**config.mk**
```make
export PLATFORM = sky130hd
export DESIGN_NAME = snpu_policy_deck
export DESIGN_NICKNAME = d
export VERILOG_FILES = /design/src/rtl/snpu_policy_deck.sv
export SDC_FILE = /design/constraint.sdc
export NUM_CORES = 1
export LEC_CHECK = 0
export CORE_UTILIZATION = 51
export CTS_BUF_LIST = sky130_fd_sc_hd__clkbuf_8
export DETAILED_ROUTE_END_ITERATION = 10
export GPL_TIMING_DRIVEN = 0
export PLACE_DENSITY = 0.69
export SYNTH_ARGS = -nofsm -noshare
export SYNTH_HDL_FRONTEND = slang
export SYNTH_SLANG_ARGS = --single-unit
export TNS_END_PERCENT = 30
```
**constraint.sdc**
```tcl
create_clock -name clk -period 8.25 [get_ports clk]
set_clock_uncertainty 0.05 [all_clocks]
set_input_delay 1.65 -clock clk [delete_from_list [all_inputs] [get_ports clk]]
set_output_delay 1.65 -clock clk [all_outputs]
set_load 0.01 [all_outputs]
```
**src/rtl/snpu_policy_deck.sv**
```systemverilog
// Policy-card deck engine: draw stack, implicit discard pile and board tallies.
// It serves deck ops over a valid/ready port and shuffles by LFSR rejection sampling.
module snpu_policy_deck #(
  parameter int unsigned N_CARDS   = 17,
  parameter int unsigned N_LIB     = 6,
  parameter logic [7:0]  LFSR_SEED = 8'h01
) (
  input  logic       clk,
  input  logic       rst_n,
  input  logic       cmd_valid,
  output logic       cmd_ready,
  input  logic [2:0] cmd_op,
  input  logic [1:0] cmd_arg,
  output logic       rsp_valid,
  output logic [7:0] rsp_data,
  output logic       rsp_err
);

  localparam logic [N_CARDS-1:0] DeckInit = N_CARDS'((64'd1 << N_LIB) - 64'd1);
  localparam logic [4:0] NCardsW = 5'(N_CARDS);
  localparam logic [4:0] NLibW   = 5'(N_LIB);

  localparam logic [2:0] OpNop     = 3'd0;
  localparam logic [2:0] OpReset   = 3'd1;
  localparam logic [2:0] OpPeek    = 3'd2;
  localparam logic [2:0] OpDiscard = 3'd3;
  localparam logic [2:0] OpPlay    = 3'd4;
  localparam logic [2:0] OpShuffle = 3'd5;
  localparam logic [2:0] OpStatus  = 3'd6;

  typedef enum logic [1:0] {StIdle, StShuf, StDone} state_e;

  state_e             state_q, state_d;
  logic [N_CARDS-1:0] stack_q, stack_d;
  logic [4:0]         stack_n_q, stack_n_d;
  logic [4:0]         discard_n_q, discard_n_d;
  logic [4:0]         board_lib_q, board_lib_d;
  logic [4:0]         board_fas_q, board_fas_d;
  logic [4:0]         rem_q, rem_d;
  logic [4:0]         lib_rem_q, lib_rem_d;
  logic [7:0]         lfsr_q, lfsr_d;
  logic               rsp_valid_q, rsp_valid_d;
  logic               rsp_err_q, rsp_err_d;
  logic [7:0]         rsp_data_q, rsp_data_d;

  logic               accept;
  logic               start_shuf;
  logic [4:0]         shuf_rem;
  logic [4:0]         rnd;
  logic               card_ok;
  logic               card_val;
  logic [N_CARDS-1:0] keep_mask;
  logic [N_CARDS-1:0] stack_removed;
  logic [4:0]         play_lib;
  logic [4:0]         play_fas;
  logic               place;
  logic               place_bit;

  assign accept     = cmd_valid & cmd_ready;
  assign start_shuf = accept && ((cmd_op == OpReset) || (cmd_op == OpShuffle));
  assign shuf_rem   = (cmd_op == OpReset) ? NCardsW : stack_n_q + discard_n_q;
  assign rnd        = lfsr_q[4:0];
  assign lfsr_d     = {lfsr_q[6:0], lfsr_q[7] ^ lfsr_q[5] ^ lfsr_q[4] ^ lfsr_q[3]};

  // Only the top three cards are addressable.
  assign card_ok  = (cmd_arg != 2'd3) && ({3'b000, cmd_arg} < stack_n_q);
  assign card_val = stack_q[cmd_arg];

  // Bits below k stay put, bits above k slide down one; the vacated top bit fills with 0.
  assign keep_mask     = (N_CARDS'(1) << cmd_arg) - N_CARDS'(1);
  assign stack_removed = (stack_q & keep_mask) | ((stack_q >> 1) & ~keep_mask);
  assign play_lib      = board_lib_q + {4'b0000, card_val};
  assign play_fas      = board_fas_q + {4'b0000, ~card_val};

  // One rejection-sampling step: forced placements when only one card kind remains.
  always_comb begin
    place     = 1'b0;
    place_bit = 1'b0;
    if (state_q == StShuf) begin
      if (lib_rem_q == 5'd0) begin
        place = 1'b1;
      end else if (lib_rem_q == rem_q) begin
        place     = 1'b1;
        place_bit = 1'b1;
      end else if (rnd < rem_q) begin
        place     = 1'b1;
        place_bit = (rnd < lib_rem_q);
      end
    end
  end

  always_ff @(posedge clk or negedge rst_n) begin
    if (!rst_n) begin
      state_q <= StIdle;
    end else begin
      state_q <= state_d;
    end
  end

  always_comb begin
    state_d = state_q;
    unique case (state_q)
      StIdle: begin
        if (start_shuf) state_d = (shuf_rem == 5'd0) ? StDone : StShuf;
      end
      StShuf: begin
        if (place && (rem_q == 5'd1)) state_d = StDone;
      end
      StDone:  state_d = StIdle;
      default: state_d = StIdle;
    endcase
  end

  always_comb begin
    cmd_ready = (state_q == StIdle);
    rsp_valid = rsp_valid_q | (state_q == StDone);
    rsp_err   = rsp_err_q;
    rsp_data  = (state_q == StDone) ? {3'b000, stack_n_q} : rsp_data_q;
  end

  // Datapath: single-cycle ops, shuffle setup and per-cycle card placement.
  always_comb begin
    stack_d     = stack_q;
    stack_n_d   = stack_n_q;
    discard_n_d = discard_n_q;
    board_lib_d = board_lib_q;
    board_fas_d = board_fas_q;
    rem_d       = rem_q;
    lib_rem_d   = lib_rem_q;
    rsp_valid_d = 1'b0;
    rsp_err_d   = 1'b0;
    rsp_data_d  = rsp_data_q;

    if (accept) begin
      rsp_valid_d = 1'b1;
      rsp_data_d  = {3'b000, stack_n_q};
      unique case (cmd_op)
        OpNop: ;
        OpReset, OpShuffle: begin
          // Response comes from DONE; stack_n doubles as the placement index meanwhile.
          rsp_valid_d = 1'b0;
          rem_d       = shuf_rem;
          discard_n_d = 5'd0;
          stack_d     = '0;
          stack_n_d   = 5'd0;
          if (cmd_op == OpReset) begin
            board_lib_d = 5'd0;
            board_fas_d = 5'd0;
            lib_rem_d   = NLibW;
          end else begin
            lib_rem_d = NLibW - board_lib_q;
          end
        end
        OpPeek: begin
          if (stack_n_q < 5'd3) rsp_err_d = 1'b1;
          else                  rsp_data_d = {stack_n_q, stack_q[2:0]};
        end
        OpDiscard, OpPlay: begin
          if (!card_ok) begin
            rsp_err_d = 1'b1;
          end else begin
            stack_d   = stack_removed;
            stack_n_d = stack_n_q - 5'd1;
            if (cmd_op == OpDiscard) begin
              discard_n_d = discard_n_q + 5'd1;
              rsp_data_d  = {3'b000, stack_n_q - 5'd1};
            end else begin
              board_lib_d = play_lib;
              board_fas_d = play_fas;
              rsp_data_d  = {1'b0, play_fas[2:0], 1'b0, play_lib[2:0]};
            end
          end
        end
        OpStatus: rsp_data_d = {3'b000, discard_n_q};
        default:  rsp_err_d = 1'b1;
      endcase
    end

    if (place) begin
      stack_d[stack_n_q] = place_bit;
      stack_n_d          = stack_n_q + 5'd1;
      rem_d              = rem_q - 5'd1;
      lib_rem_d          = lib_rem_q - {4'b0000, place_bit};
    end

    if (state_q == StDone) rsp_data_d = {3'b000, stack_n_q};
  end

  always_ff @(posedge clk or negedge rst_n) begin
    if (!rst_n) begin
      stack_q     <= DeckInit;
      stack_n_q   <= NCardsW;
      discard_n_q <= 5'd0;
      board_lib_q <= 5'd0;
      board_fas_q <= 5'd0;
      rem_q       <= 5'd0;
      lib_rem_q   <= 5'd0;
      lfsr_q      <= LFSR_SEED;
      rsp_valid_q <= 1'b0;
      rsp_err_q   <= 1'b0;
      rsp_data_q  <= 8'd0;
    end else begin
      stack_q     <= stack_d;
      stack_n_q   <= stack_n_d;
      discard_n_q <= discard_n_d;
      board_lib_q <= board_lib_d;
      board_fas_q <= board_fas_d;
      rem_q       <= rem_d;
      lib_rem_q   <= lib_rem_d;
      lfsr_q      <= lfsr_d;
      rsp_valid_q <= rsp_valid_d;
      rsp_err_q   <= rsp_err_d;
      rsp_data_q  <= rsp_data_d;
    end
  end

  // Deck conservation; discard liberals are implicit so only an upper bound is checkable.
  a_card_count: assert property (@(posedge clk) disable iff (!rst_n)
    (state_q == StIdle) |-> (32'(stack_n_q) + 32'(discard_n_q) + 32'(board_lib_q)
                             + 32'(board_fas_q) == N_CARDS));
  a_lib_count: assert property (@(posedge clk) disable iff (!rst_n)
    (state_q == StIdle) |-> (32'($countones(stack_q)) + 32'(board_lib_q) <= N_LIB));
  a_stack_clean: assert property (@(posedge clk) disable iff (!rst_n)
    (state_q == StIdle) |-> ((stack_q >> stack_n_q) == '0));
  a_shuf_bound: assert property (@(posedge clk) disable iff (!rst_n)
    (state_q == StShuf) |-> (lib_rem_q <= rem_q) && (rem_q != 5'd0));
  a_lfsr_live: assert property (@(posedge clk) disable iff (!rst_n) lfsr_q != 8'd0);

endmodule
```
Word level (Yosys, flattened, before mapping)

Cells that the tools add are included.

Register bits after elaboration: 67
Bits of input ports: 8
Output and inout bits: 11
Word-level logic and storage cells: 136

Add/sub/neg operators: 10
Magnitude comparators: 7
Equal/unequal tests: 18
Shift operators: 1
Multiplexer cells: 56
Bitwise gates (word level): 10
Reductions and logical operators: 22

Operators by type and width:

| operator                                           | count |
|---|---|
| 2-to-1 mux 5 bit                                   | 18 |
| 2-to-1 mux 17 bit                                  | 3 |
| one-hot mux 5 bit (2 select lines)                 | 4 |
| one-hot mux 17 bit (2 select lines)                | 1 |
| 2-to-1 mux 8 bit                                   | 4 |
| one-hot mux 8 bit (3 select lines)                 | 1 |
| bitwise AND 16 x 17 -> 17 bit                      | 1 |
| bitwise AND 17 bit                                 | 1 |
| bitwise mux 17 bit                                 | 1 |
| NOT 17 bit                                         | 1 |
| OR 17 bit                                          | 1 |
| left shift 1 x 2 -> 17 bit, first input constant   | 1 |
| subtractor 17 x 2 -> 17 bit, second input constant | 1 |
| 2-to-1 mux 1 bit                                   | 15 |
| 2-to-1 mux 7 bit                                   | 2 |
| adder 5 x 1 -> 5 bit                               | 2 |
| adder 5 x 1 -> 5 bit, second input constant        | 2 |
| logical NOT 5 bit                                  | 2 |
| < comparator 5 bit                                 | 2 |
| != test 2 bit, second input constant               | 5 |
| subtractor 5 x 1 -> 5 bit, second input constant   | 2 |
| == test 3 bit, second input constant               | 3 |
| nonzero test 2 bit                                 | 4 |
| == test 3 x 2 -> 1 bit, second input constant      | 2 |
| 35 further kinds                                   | 45 |

Depth between registers and ports, before layout

Gate-level depths: netlist of the first run.

Depth in word-level cells: 10
Depth in mapped cells: 14
Mapped depth without buffers: 13

Least setup slack after synthesis of the first run

Ideal clock, no wire load.

Path kind: input-to-reg
From: input port cmd_arg[0]
To: register rsp_data_q[2]
Library setup time: 0.135 ns
Arrival: 3.305 ns
Required time: 8.065 ns
Path slack: 4.760 ns
Stages: 8
Buffers on the path: 0
Cell sequence: mux4_2 > ha_1 > ha_1 > xnor2_1 > o22ai_1 > a222oi_1 > a2bb2oi_1 > o21ai_0

Word-level cells in the longest chain between the ends: 8
Elaborated cells on any way between the ends: 11
Classes of those cells: add/sub: 1; order compare: 1; eq/ne: 1; mux: 7; reduce/logical: 1

Ends and longest elaborated chain:

| what                                   | RTL line | text |
|---|---|---|
| from (decl)                            | 13       | `input logic [1:0] cmd_arg,` |
| binary-select mux 1 bit (select 2 bit) | 67       | `assign card_val = stack_q[cmd_arg];` |
| 2-to-1 mux 1 bit (not written as such) | 67       |  |
| adder 5 x 1 -> 5 bit                   | 72       | `assign play_lib = board_lib_q + {4'b0000, card_val};` |
| 2-to-1 mux 7 bit                       | 164      | `if (cmd_op == OpDiscard) begin` |
| 2-to-1 mux 7 bit *                     | 159      | `if (!card_ok) begin` |
| one-hot mux 8 bit (3 select lines) *   | 137      | `unique case (cmd_op)` |
| 2-to-1 mux 8 bit *                     | 134      | `if (accept) begin` |
| 2-to-1 mux 8 bit *                     | 186      | `if (state_q == StDone) rsp_data_d = {3'b000, stack_n_q};` |
| to (signal assigned)                   | 213      | `rsp_data_q <= rsp_data_d;` |
| to (decl)                              | 44       | `logic [7:0] rsp_data_q, rsp_data_d;` |

Mark *: on every way between the ends. The rest lies on a longest branch, timed or not. The select of a mux whose other input is x is not followed.
A chain may end at the register's enable or synchronous reset.

Final worst setup path of the first run

Same ends and word-level chain as after synthesis.

==> summary by stage, run 1 <==
Place
The wire-length estimate of the detail-placed layout is roughly 8400 um. Buffers placed on the I/O ports in this run total 18. At the end of routability-driven placement, the weighted congestion stood at around 0.94.

Summing all placed instances gives a cell area of about 4700 sq um.

Synthesis
The synthesized netlist occupies a cell area of roughly 4400 sq um. The count of flip-flops with a built-in enable after synthesis is 0. The Yosys warning count is 0.

Of the synthesized area, sequential elements account for 0.376. The number of nets in the synthesized netlist is slightly below 500. Counting every instance in the synthesized netlist gives 460. The main flop type after synthesis is sky130_fd_sc_hd__dfrtp_1. The unique cell type count in the Yosys netlist is 67. The post-synthesis sequential element count is between 60 and 70. The share of synthesized flip-flops with an asynchronous set or reset is 1.00. Each instance of the synthesized netlist takes up on average ~9.5 sq um.

Global routing
The number of antenna violations at the first check in global routing is 0. For this run, global-route usage on met3 was measured as 0.0572. The wire length of the first global-routing pass is around 18000 um. For this run, the total global-route usage over all layers was measured as 0.274.

The total global routing overflow is 0. The busiest metal layer after global routing is met2. Entering global routing, the biggest net connects 66 pins. The via count of the first global-routing pass was about 3700. In the global route stage, met2 resource usage came out at 0.423. The met1 capacity usage during global routing is 0.376.

Floorplan
The initial utilization of the core area, before any placement, comes to 0.527. The initialized floorplan defines 33 standard-cell rows. Pin placement for this block handled 19 I/O pins. The die is ~94 um wide. The die covers just under 9000 sq um.

The floorplan core area is roughly 8300 sq um. The die is between 90 and 100 um tall.

Routing
The detail route stage leaves a number of antenna-violating nets equal to 0. Dividing the detail-routed via count by the number of cells gives about 6.3. The number of search-and-repair iterations in the first detailed-routing pass is 5.

After detailed routing, the number of remaining DRC violations is 0. Wires add up to between 10000 and 15000 um. Across all layers, the routed design uses 3796 vias. The first routing iteration left around 290 violations. The routed length per instance is about 19 um.

Critical path
The path depth of the worst reg2reg path is 13. In this run the critical register-to-register path is captured at lib_rem_q[4]. The worst setup path is launched from an input port. The critical path capture point type is a register. STA puts the critical path data required time at around 8400 ps. The data arrival time of the critical path is roughly 4400 ps. The highest fanout seen on the critical path is 5. The category of the most critical setup path is input port to register. Across all register-to-register paths, the minimum setup slack is 4980 ps. The startpoint of the most critical register-to-register path is rem_q[2]. The critical path starts at cmd_arg[0]. In this run the worst setup path terminates at rsp_data_q[2].

Min path
The startpoint identified for the worst hold timing path is lfsr_q[6]. The tightest min-delay check is of the register to register type.

Clock network
The number of buffers on the longest clock path is 2. After clock tree synthesis, the repair step resized 0 gates. Counting the buffers created by CTS gives 9. The number of setup buffers added after CTS is 0. Hold repair after CTS inserted 0 buffers. The H-tree was split into 3 levels. The buffer type at the clock tree root is sky130_fd_sc_hd__clkbuf_8. Counting every sink on the clock net gives between 60 and 70.

Clock-pin slew was measured on the worst setup and hold paths at ~80 ps. For the worst-skew pair, the clock arrives at the later sink with an insertion delay of between 300 and 400 ps. The clock tree from TritonCTS is built.

Status
The flow ran to the end, and the final reports show no timing, DRC or antenna violations.

Finish
After routing the design area is between 4000 and 5000 sq um. Once layout is complete, the utilization of the core stands at 0.593. The area growth from synthesis to layout is 12.4%.

The final net count is between 500 and 600. The area occupied by registers is about 1600 sq um. The number of antenna diodes in the final layout is 0.

The layout cell share with drive strength beyond 1 is 0.107. In the final layout, the multi-input gates occupy 2530 sq um. The count of filler cells inserted in the layout is 736.

STA
The number of hold violations in the final report is 0. For the finished layout, the period the worst path requires is approximately 4300 ps. The accumulated negative setup slack is 0 ps. Derived from the worst setup path, the maximum achievable clock frequency is 0.235 GHz. At the pin with the least slew margin, the transition time is between 800 and 900 ps. The remaining max-slew budget at the tightest pin is 0.448.

The max-slew violation count was 0. The number of setup violations in the final report is 0. Setup repair after global routing left no endpoint under its margin. The portion of the clock cycle consumed by the worst path in the final layout is 0.516.

Pwr
For this design the static power due to leakage is roughly 2.2 nW. The highest ir drop seen on vdd is around 230 uV. The total power density per cell area is between 300 and 400 nW/um^2.

Job
The number of maximum-capacitance violations is 0.
[state kept, by name (all words and copies together), names as in the netlist, 5 cells and up]
| signal | cells |
|---|---|
| stack_q | 17 |
| stack_n_q | 5 |
| rsp_data_q | 8 |
| rem_q | 5 |
| lib_rem_q | 5 |
| board_lib_q | 5 |
| discard_n_q | 5 |
| lfsr_q | 8 |
[stage by stage]
stage / hold slack, ps / worst slack [ps] / instances / total power, mW
final: 315 / 3990 / 599 / 1.63
after global routing: 321 / 3940 / 599 / 1.73
after CTS: 319 / 4100 / 599 / 1.62
after detailed placement: 292 / 3740 / 583 / 1.30
after global placement: 293 / 3240 / 583 / 1.28
after floorplan: 281 / 4760 / 460 / 1.06
[power breakdown]
part | total [mW] | switching [mW] | internal (mW)
Sequential | 0.544 | 0.114 | 0.430
Combinational | 0.765 | 0.451 | 0.313
Clock | 0.318 | 0.133 | 0.186
Total | 1.63 | 0.698 | 0.929
[cell usage in the layout (no fill, tap or decap), types with 8 or more instances in the layout]
master                            count
sky130_fd_sc_hd__a22oi_1              8
sky130_fd_sc_hd__mux2i_1             19
sky130_fd_sc_hd__clkdlybuf4s50_1     17
sky130_fd_sc_hd__nand3_1             20
sky130_fd_sc_hd__a21oi_1             17
sky130_fd_sc_hd__nand2_1             33
sky130_fd_sc_hd__inv_1               21
sky130_fd_sc_hd__o21ai_0             32
sky130_fd_sc_hd__dfstp_2              9
sky130_fd_sc_hd__nor2_1              19
sky130_fd_sc_hd__nor3_1              13
sky130_fd_sc_hd__xnor2_1             13
sky130_fd_sc_hd__ha_1                28
sky130_fd_sc_hd__dfrtp_1             56
sky130_fd_sc_hd__clkbuf_1            12
sky130_fd_sc_hd__xor2_1               8
sky130_fd_sc_hd__buf_2                9
sky130_fd_sc_hd__nand2b_1             8
sky130_fd_sc_hd__clkbuf_8            11
sky130_fd_sc_hd__a32oi_1              8
sky130_fd_sc_hd__nand4_1             12
[synth_stat cells (9+ instances only)]
cell type / instances / area share
sky130_fd_sc_hd__inv_1: 20 / 0.017
sky130_fd_sc_hd__nand4_1: 12 / 0.017
sky130_fd_sc_hd__dfstp_2: 9 / 0.054
sky130_fd_sc_hd__clkbuf_1: 12 / 0.010
sky130_fd_sc_hd__a21oi_1: 17 / 0.020
sky130_fd_sc_hd__nor3_1: 13 / 0.015
sky130_fd_sc_hd__o21ai_0: 32 / 0.037
sky130_fd_sc_hd__nor2_1: 19 / 0.016
sky130_fd_sc_hd__buf_2: 9 / 0.010
sky130_fd_sc_hd__ha_1: 28 / 0.080
sky130_fd_sc_hd__nand2_1: 33 / 0.028
sky130_fd_sc_hd__dfrtp_1: 56 / 0.32
sky130_fd_sc_hd__nand3_1: 20 / 0.023
sky130_fd_sc_hd__mux2i_1: 19 / 0.044
sky130_fd_sc_hd__xnor2_1: 13 / 0.026
[logic make-up after synthesis]
| family | count (synthesis) | synth area share |
|---|---|---|
| AOI/OAI and AO/OA | 135 | 0.221 |
| DFF | 65 | 0.376 |
| buffers and inverters | 44 | 0.0431 |
| muxes | 23 | 0.0566 |
| adders and majority gates | 29 | 0.0851 |
| and+or+nand+nor | 143 | 0.176 |
| xor gates and xnor gates | 21 | 0.0422 |
[worst max-delay path, stage by stage]
cell and delay, ps:
sky130_fd_sc_hd__clkdlybuf4s50_1 570, sky130_fd_sc_hd__mux4_2 590, sky130_fd_sc_hd__ha_1 240, sky130_fd_sc_hd__ha_1 240, sky130_fd_sc_hd__xnor2_1 250, sky130_fd_sc_hd__o22ai_1 140
sky130_fd_sc_hd__a222oi_1 370, sky130_fd_sc_hd__a2bb2oi_1 270, sky130_fd_sc_hd__o21ai_0 100
[how the worst min path moves through the flow]
stage,end,cells after the start
after floorplan,lfsr_q[7],0
after global placement,lfsr_q[7],0
after detailed placement,lfsr_q[7],0
after CTS,lfsr_q[7],0
after global routing,lfsr_q[7],0
final,lfsr_q[7],0
[cell type report]
type / count / area share
Sequential cell: 65 / 0.335
Timing Repair Buffer: 18 / 0.0363
Buffer: 24 / 0.0230
Tap cell: 105 / 0.0268
Inverter: 20 / 0.0153
Clock buffer: 11 / 0.0309
Multi-Input combinational cell: 351 / 0.517
Clock inverter: 5 / 0.0161
[routing by layer]
metal / part of all wire / vias to the layer above
met5: 0 / -
met4: 0.021 / 0
met3: 0.065 / 19
met2: 0.46 / 129
met1: 0.45 / 1854
li1: - / 1794
No activity file was read; power rests on OpenSTA's default activity.
==> inputs of run 2 (changes only) <==
Settings changed: PLACE_DENSITY 0.69 to 0.72.
Clock period 8.25 ns to 3.6 ns, I/O delays scaled along.
==> run 2 against run 1 <==
Against the previous run:
- register-to-register slack worse by 4600 ps
- setup slack lost 3800 ps
- die area did not move
- critical path depth unchanged
- combinational power is 130% higher
- global-route usage grew 0.78 points
- critical path type unchanged
- largest cell class unchanged
==> summary by stage, run 2 (synthesis gave the netlist of run 1 again) <==
STA
The fmax is a little under 0.3 GHz. The tightest hold margin is between 300 and 400 ps. Setup violations remaining at the end of the flow were counted as 0.

The max-slew violation count is 0. For the finished layout, the period the worst path requires is between 3000 and 4000 ps. The number of hold violations in the final report is 0. Setup repair after global routing left no endpoint under its margin. In the post-route analysis, the smallest setup slack over all paths is approximately 160 ps. In this run the tightest slew margin relative to its limit is 0.441. At the pin with the least slew margin, the transition time is about 840 ps.

The accumulated negative setup slack is 0 ps. The portion of the clock cycle consumed by the worst path in the final layout is 0.955.

Clock network
The number of setup buffers added after CTS is 0. The sink count of the clock tree is 65. The clock network latency to the later pin of the worst-skew pair is ~350 ps. After clock tree synthesis, the clock-pin slew on the worst setup and hold paths is roughly 80 ps.

TritonCTS built the clock tree. TritonCTS created 9 clock buffers. The H-tree generated during clock tree synthesis spans 3 levels. The tree is rooted in a sky130_fd_sc_hd__clkbuf_8.

The clock passes through at most 2 buffers. For this design, the CTS-stage hold fixing added 0 buffers. Once the clock tree was built, the resizer swapped 0 gates to a different size.

Routing
The number of search-and-repair iterations in the first detailed-routing pass is 7. For this block, the routed nets add up to 11600 um of wire. Dividing the detail-routed wire length by the instance count gives approximately 19 um.

Dividing the detail-routed via count by the number of cells gives between 6 and 7. For this run, design rule violations remaining after detail routing come to 0. The total via count after detailed routing is slightly below 4000.

For this block, the initial DRC count from the detailed router was slightly above 400. The remaining antenna violation count after routing is 0.

Finish
The layout cell share with drive strength beyond 1 is 0.109. The library cells used most frequently in the layout, excluding fill and tap cells, are sky130_fd_sc_hd__dfrtp_1 (56), sky130_fd_sc_hd__nand2_1 (33), sky130_fd_sc_hd__o21ai_0 (32), sky130_fd_sc_hd__ha_1 (28). 0 antenna diodes ended up in the layout.

The register ranked first by flip-flop count is stack_q. Once layout is complete, the utilization of the core stands at 0.591. In the final layout, the registers with the most flip-flops are stack_q x17, lfsr_q x8, rsp_data_q x8. The area occupied by registers is roughly 1600 sq um. The final net count is around 530.

The number of flip-flops under the largest register name is 17. The most common cell after layout, fill and taps aside is sky130_fd_sc_hd__dfrtp_1. The layout-stage area growth over the synthesis result is 12.0%. The multi-input combinational cell area is between 2000 and 3000 sq um. The count of filler cells inserted in the layout is between 700 and 800.

Critical path
The worst path buffer plus inverter count is 1. The critical path is of the input port to register type. The slowest cell on the critical path is sky130_fd_sc_hd__mux4_2. The critical path goes through clkdlybuf4s50_1, mux4_2, ha_1, ha_1, xnor2_1, o22ai_1, a222oi_1, a2bb2oi_1, o21ai_0.

The dominant cell type by count on the critical path is sky130_fd_sc_hd__ha_1. The biggest cell delay along the critical path is roughly 600 ps. Data on the critical path arrives at its endpoint at ~3600 ps.

Along the worst path, the maximum fanout reaches 5. The element type at the critical path start is an input port. The cell family contributing the most delay on the critical path is compound AO/OA/AOI/OAI gates. The worst setup path is captured at a register. The critical path data required time is 3770 ps.

Global routing
The global-route track usage on met3 is 0.0717. The number of antenna violations at the first check in global routing is 0. For met1 alone, demand over resource in global routing was 0.392. The via count of the first global-routing pass is approximately 3700. The first global-routing pass estimated roughly 19000 um of wire.

The total global routing overflow is 0. For this run, the total global-route usage over all layers was measured as 0.282. Entering global routing, the biggest net connects 66 pins. The busiest metal layer after global routing is met2. The routing usage on met2 is 0.431.

Floorplan
The count of boundary I/O pins is 19. The region available for standard cell placement spans between 8000 and 9000 sq um. The die covers 8910 sq um. The initial utilization of the core area, before any placement, comes to 0.527. The die is approximately 94 um tall. The chip width is approximately 94 um. The number of placement rows is 33.

Pwr
In this run the power density over the cells is 754 nW/um^2. The post-layout total power is roughly 3.7 mW. IR analysis of the VDD net gives a maximum drop of between 400 and 500 uV. The static power due to leakage is about 2.2 nW.

Place
The count of port buffers added during placement is 18. The global placement routability congestion is ~0.96. OpenSTA, run right after detailed placement, puts the worst setup slack at 8.02 ps. The HPWL after detailed placement is ~8300 um.

Min path
The worst hold-check path type is register to register.

Status
The run finished with clean final reports.

Job
The number of maximum-capacitance violations is 0.
## run 2: changes by cell type in the layout (fill, tap and decap cells not counted), sizes merged
| cell | change |
|---|---|
| bufinv | -1 |
| clkinv | +1 |
## run 2: layout make-up
cell class / count / area share
Multi-Input combinational cell: 351 / 0.518
Sequential cell: 65 / 0.336
Tap cell: 105 / 0.0269
Clock buffer: 11 / 0.0310
Timing Repair Buffer: 18 / 0.0364
Inverter: 20 / 0.0154
Buffer: 24 / 0.0231
Clock inverter: 5 / 0.0128
## run 2: power by group
group          internal [mW]  leakage [nW]  switching, mW  total [mW]
sequential             0.985         0.831          0.263        1.25
combinational          0.720          1.27           1.04        1.76
clock                  0.361         0.102          0.311       0.672
## run 2: path summary, 6_finish.rpt
kind	startpoint	end	slack (ps)	depth (start not counted)
worst max-delay path	cmd_arg[0]	rsp_data_q[2]	160	9
max in group asynchronous	rst_n	rsp_data_q[7]	2530	1
worst max register to register	rem_q[2]	lib_rem_q[4]	400	13
worst min-delay path	lfsr_q[6]	lfsr_q[7]	330	0
min in group asynchronous	rst_n	lfsr_q[5]	410	1
worst min register to register	lfsr_q[6]	lfsr_q[7]	330	0
## run 2: layer usage
layer | wire length, um | part of all wire
met5 | 0 | 0
met4 | 205 | 0.018
met3 | 781 | 0.067
met2 | 5390 | 0.46
met1 | 5250 | 0.45
## run 2: metrics by stage
step                std cells  cell area (sq um)
floorplan                 460               4350
global placement          583               4670
detailed placement        583               4660
CTS                       599               4880
global route              599               4880
finish                    599               4880
